==> src/rtl/bus_pkg.sv <==
// bus_pkg: default bus widths, master request record and sequencer states for bus_arbiter.
package bus_pkg;
    localparam int ADDR_W = 32;
    localparam int DATA_W = 32;

    typedef struct packed {
        logic [ADDR_W-1:0]   addr;
        logic [DATA_W-1:0]   data_w;
        logic [DATA_W/8-1:0] mask_w;
        logic                write;
    } bus_req_t;

    typedef enum logic [1:0] {IDLE, ACCESS, DONE} arb_state_t;
endpackage

==> src/rtl/rr_pick2.sv <==
// rr_pick2: two-way grant picker; round-robin against last, or master 0 first when
// BUS_ARBITER_FIXED_PRIO_EN is defined.
module rr_pick2 (
    input  logic [1:0] req,
    input  logic       last,
    output logic       grant,
    output logic       valid
);
    assign valid = |req;
`ifdef BUS_ARBITER_FIXED_PRIO_EN
    logic unused_last;
    assign unused_last = last;
    assign grant = ~req[0];
`else
    // a tie goes to the master that did not win last time
    assign grant = (&req) ? ~last : req[1];
`endif
endmodule

==> src/rtl/bus_arbiter.sv <==
// bus_arbiter: serialises two masters onto one block-RAM port through IDLE/ACCESS/DONE;
// round-robin by default, fixed priority (master 0) when BUS_ARBITER_FIXED_PRIO_EN is defined.
module bus_arbiter #(
    parameter int ADDR_W = bus_pkg::ADDR_W,
    parameter int DATA_W = bus_pkg::DATA_W
) (
    input  logic                clock,
    input  logic                reset,
    input  logic                m0_req,
    input  logic [ADDR_W-1:0]   m0_addr,
    input  logic [DATA_W-1:0]   m0_data_w,
    input  logic [DATA_W/8-1:0] m0_mask_w,
    input  logic                m0_write,
    output logic                m0_ack,
    output logic [DATA_W-1:0]   m0_data_r,
    input  logic                m1_req,
    input  logic [ADDR_W-1:0]   m1_addr,
    input  logic [DATA_W-1:0]   m1_data_w,
    input  logic [DATA_W/8-1:0] m1_mask_w,
    input  logic                m1_write,
    output logic                m1_ack,
    output logic [DATA_W-1:0]   m1_data_r,
    output logic [ADDR_W-1:0]   bus_addr,
    output logic [DATA_W-1:0]   bus_data_w,
    output logic [DATA_W/8-1:0] bus_mask_w,
    output logic                bus_write,
    input  logic [DATA_W-1:0]   bus_data_r
);
    import bus_pkg::*;

    arb_state_t          state, state_next;
    logic [ADDR_W-1:0]   req_addr;
    logic [DATA_W-1:0]   req_data_w;
    logic [DATA_W/8-1:0] req_mask_w;
    logic                req_write;
    logic                sel, last, grant, valid;

    rr_pick2 u_pick (
        .req   ({m1_req, m0_req}),
        .last  (last),
        .grant (grant),
        .valid (valid)
    );

    always_ff @(posedge clock) begin
        if (reset)
            state <= IDLE;
        else
            state <= state_next;
    end

    always_comb begin
        state_next = (state == IDLE) ? (valid ? ACCESS : IDLE) : (state == ACCESS) ? DONE : IDLE;
        bus_write  = (state == ACCESS) && req_write;
        m0_ack     = (state == DONE) && !sel;
        m1_ack     = (state == DONE) && sel;
    end

    assign bus_addr   = req_addr;
    assign bus_data_w = req_data_w;
    assign bus_mask_w = req_mask_w;

`ifdef BUS_ARBITER_FIXED_PRIO_EN
    assign last = 1'b0;
`else
    always_ff @(posedge clock) begin
        if (reset)
            last <= 1'b1;
        else if (state == IDLE && valid)
            last <= grant;
    end
`endif

    // read data is captured on the edge into DONE so it is already valid during the ack
    always_ff @(posedge clock) begin
        if (reset) begin
            sel        <= 1'b0;
            req_addr   <= '0;
            req_data_w <= '0;
            req_mask_w <= '0;
            req_write  <= 1'b0;
            m0_data_r  <= '0;
            m1_data_r  <= '0;
        end else begin
            if (state == IDLE && valid) begin
                sel        <= grant;
                req_addr   <= grant ? m1_addr : m0_addr;
                req_data_w <= grant ? m1_data_w : m0_data_w;
                req_mask_w <= grant ? m1_mask_w : m0_mask_w;
                req_write  <= grant ? m1_write : m0_write;
            end
            if (state == ACCESS && !req_write && !sel)
                m0_data_r <= bus_data_r;
            if (state == ACCESS && !req_write && sel)
                m1_data_r <= bus_data_r;
        end
    end
endmodule

==> config.mk <==
export PLATFORM = sky130hd
export DESIGN_NAME = bus_arbiter
export DESIGN_NICKNAME = d
export VERILOG_FILES = /design/src/rtl/bus_pkg.sv /design/src/rtl/rr_pick2.sv /design/src/rtl/bus_arbiter.sv
export SDC_FILE = /design/constraint.sdc
export NUM_CORES = 1
export LEC_CHECK = 0
export ABC_CLOCK_PERIOD_IN_PS = 1600
export CAP_MARGIN = 20
export CELL_PAD_IN_SITES_DETAIL_PLACEMENT = 0
export CELL_PAD_IN_SITES_GLOBAL_PLACEMENT = 2
export CORE_MARGIN = 8
export CORE_UTILIZATION = 19
export DETAILED_ROUTE_END_ITERATION = 12
export PLACE_DENSITY = 0.8
export SLEW_MARGIN = 10
export SYNTH_ARGS = -nofsm -noshare
export SYNTH_HDL_FRONTEND = slang
export SYNTH_HIERARCHICAL = 1
export SYNTH_SLANG_ARGS = --single-unit
==> constraint.sdc <==
create_clock -name clock -period 1.6 [get_ports clock]
set_input_delay 0.16 -clock clock [delete_from_list [all_inputs] [get_ports clock]]
set_output_delay 0.16 -clock clock [all_outputs]
set_load 0.03 [all_outputs]
==> results.yml <==
layout:
  drive_above_1_share_pct: 14.5
  post-route-cell-area_sq_um: 9770
  final_common_cell: "clkdlybuf4s50_1"
  layout_common_cells: "172 x clkdlybuf4s50_1, 135 x dfxtp_1, 131 x dlygate4sd2_1"
  antenna_cells: 0
  areaGrowthSynthToFinish_pct: 80.1
  fillers: 2992
  fin_nets: 1042
cts:
  clk_path_buf_depth: 2
  holdBufCountCts: 0
  cts_buffers: 17
  clock-root-buffer: "clkbuf_16"
  clkSinkCount: 137
  htree_num_levels: 4
  clk_pin_slew_ns: 0.06
  cts_tree: "yes"
  worstSkewPairLatency_ns: 0.41
status:
  status: "finished clean"
setup_path:
  critPathCaptureType: "flip-flop"
  cp.depth: 6
  r2r_cells: 4
  worstPathCellList: "clkdlybuf4s50_1, or2_1, or3b_4, or2_4, buf_4, o2bb2ai_1"
  critPathMaxFanout: 7
  cp_slowest_cell: "clkdlybuf4s50_1"
  worst_path_largest_cell_delay_ns: 0.49
  cp.buffers_inverters: 2
  crit_type: "input pin to flip-flop"
  arrival_ns: 1.89
  start_kind: "input pin"
  cp_top_family: "simple AND/OR/NAND/NOR gates"
  critical_path_required_ns: 1.93
timing:
  hold_violations: 0
  setup-violations-final: 0
  max_clock_freq_ghz: 0.644
  hold_slack_ns: 0.111
  rsz0062_at_grt: "no"
  skew_ns: 0.0127
  slew_violations: 0
  fin_crit_sh_pct: 97.1
  fin_tns_setup_ns: 0
  period_minus_slack_ns: 1.55
  slew_headroom_pct: 74.9
  worst_pin_slew_ns: 0.378
synth:
  synth_cell_types: 22
  synth.avg_cell_area_sq_um: 10.2
  syn_area_sq_um: 5430
  syn_inst: 534
  ys_seq_elements: 137
  yosysWarnings: 6
  syn_nets: 708
  synth-seq-area-share_pct: 50.5
die:
  die_width_um: 185
  start_util_pct: 19.1
  ios: 309
  dieArea_sq_um: 34200
  rows: 62
  core_area_sq_um: 28400
  die_y_um: 185
grt:
  grt_pass1_wl_um: 32000
  grt_pass1_vias: 5306
  grt_usage_pct: 12.1
  antenna_found_initial: 0
  grt_max_degree: 65
  grt_overflow: 0
routing:
  via_per_inst: 4.02
  drt_wl_total_um: 21600
  drc: 0
  num_vias: 5089
  ant_nets: 0
  drt_iter0_drc: 182
  avgRoutedWirePerCell_um: 17.0
  first_pass_iters: 4
worst_hold_path:
  whs_path_depth: 2
  hold_class: "input pin to flip-flop"
placement:
  gp_congestion: 0.782
  dpl_cell_area_sq_um: 9330
  place.port_buffers: 308
  hpwl_um: 15900
pwr:
  p_leak_uw: 0.00414
  ir_worst_vdd_mv: 0.510
  p_total_uw: 9880
  power_density_nw_per_um2: 1010
run:
  maxCapViolCount: 0
==> final timing paths <==
path           startpoint           end  slack (ns)
max                m0_req  bus_addr[10]        0.05
min reg2reg  m0_data_r[6]  m0_data_r[6]        0.45
min                 reset           sel        0.11
max reg2reg      state[0]  bus_addr[10]        0.07
==> synthesized netlist by cell type <==
| cell type | count | area (sq um) |
|---|---|---|
| clkbuf_1 | 28 | 105 |
| a21oi_1 | 67 | 335 |
| mux2i_1 | 69 | 691 |
| buf_2 | 9 | 45.0 |
| or4b_1 | 1 | 10.0 |
| nor3b_1 | 2 | 15.0 |
| nand2_1 | 130 | 488 |
| nand4bb_1 | 1 | 11.3 |
| and3b_1 | 2 | 17.5 |
| buf_6 | 9 | 101 |
| nor2_1 | 1 | 3.75 |
| a21boi_1 | 1 | 7.51 |
| o2bb2ai_2 | 30 | 450 |
| nand3_1 | 1 | 5.00 |
| nor4bb_1 | 1 | 10.0 |
| or3b_1 | 1 | 8.76 |
| inv_1 | 1 | 3.75 |
| nor4b_2 | 1 | 15.0 |
| o2bb2ai_1 | 39 | 342 |
| or2_1 | 2 | 12.5 |
| dfxtp_1 | 137 | 2740 |
| buf_4 | 1 | 7.51 |
==> cells by family (layout without fill, tap and decap cells) <==
family | count (synthesis) | count (layout) | share of synthesized area [%]
AO/OA/AOI/OAI | 137 | 137 | 20.9
buffers and inverters | 48 | 394 | 4.84
flip-flops | 137 | 137 | 50.5
multiplexers | 69 | 69 | 12.7
AND/OR/NAND/NOR | 143 | 144 | 11.0
==> where the power goes <==
part | switching (uW) | internal, uW | total [uW]
sequential | 142 | 3660 | 3800
clock | 1650 | 2170 | 3820
combinational | 1190 | 1060 | 2260
total | 2990 | 6890 | 9880
==> layout make-up <==
| type | instances | area, sq um | share of cell area (%) |
|---|---|---|---|
| repair buffers | 361 | 3500 | 35.8 |
| inverters | 1 | 3.75 | 0.0384 |
| flip-flops and latches | 137 | 2750 | 28.1 |
| clock buffers | 17 | 425 | 4.35 |
| multi-input cells | 350 | 2480 | 25.4 |
| clock inverters | 15 | 138 | 1.41 |
| well taps | 384 | 480 | 4.92 |
==> state kept, by name, summed over array words and instances, names as in the netlist <==
register	count
bus_addr	32
bus_data_w	32
bus_mask_w	4
last	1
m0_data_r	32
m1_data_r	32
req_write	1
sel	1
state	2
==> timing repair <==
item	in CTS	in global routing
setup endpoints to repair	131	4
gates resized for setup	131	5
setup buffers	0	0
cloned	0	2
==> metal layers <==
layer	vias to the layer above	global-route usage [%]	wire (um)
met3	9	6.02	2640
li1	2554	-	-
met5	-	0	0
met4	0	2.88	170
met1	2315	14.2	9190
met2	211	19.4	9550
==> worst register-to-register path, cell delays in order (launching register included) <==
cell	delay, ns
dfxtp_2	0.35
or3b_4	0.43
or2_4	0.32
buf_4	0.20
o2bb2ai_1	0.15
==> per-stage QoR <==
step	instances	utilization (%)	setup WS, ns
floorplan	534	-	0.0897
global placement	1231	32.9	-0.304
detailed placement	1231	32.9	-0.368
CTS	1263	34.3	0.00281
global route	1265	34.4	0.00134
finish	1265	34.4	0.0470
No activity file was read; power rests on OpenSTA's default activity.
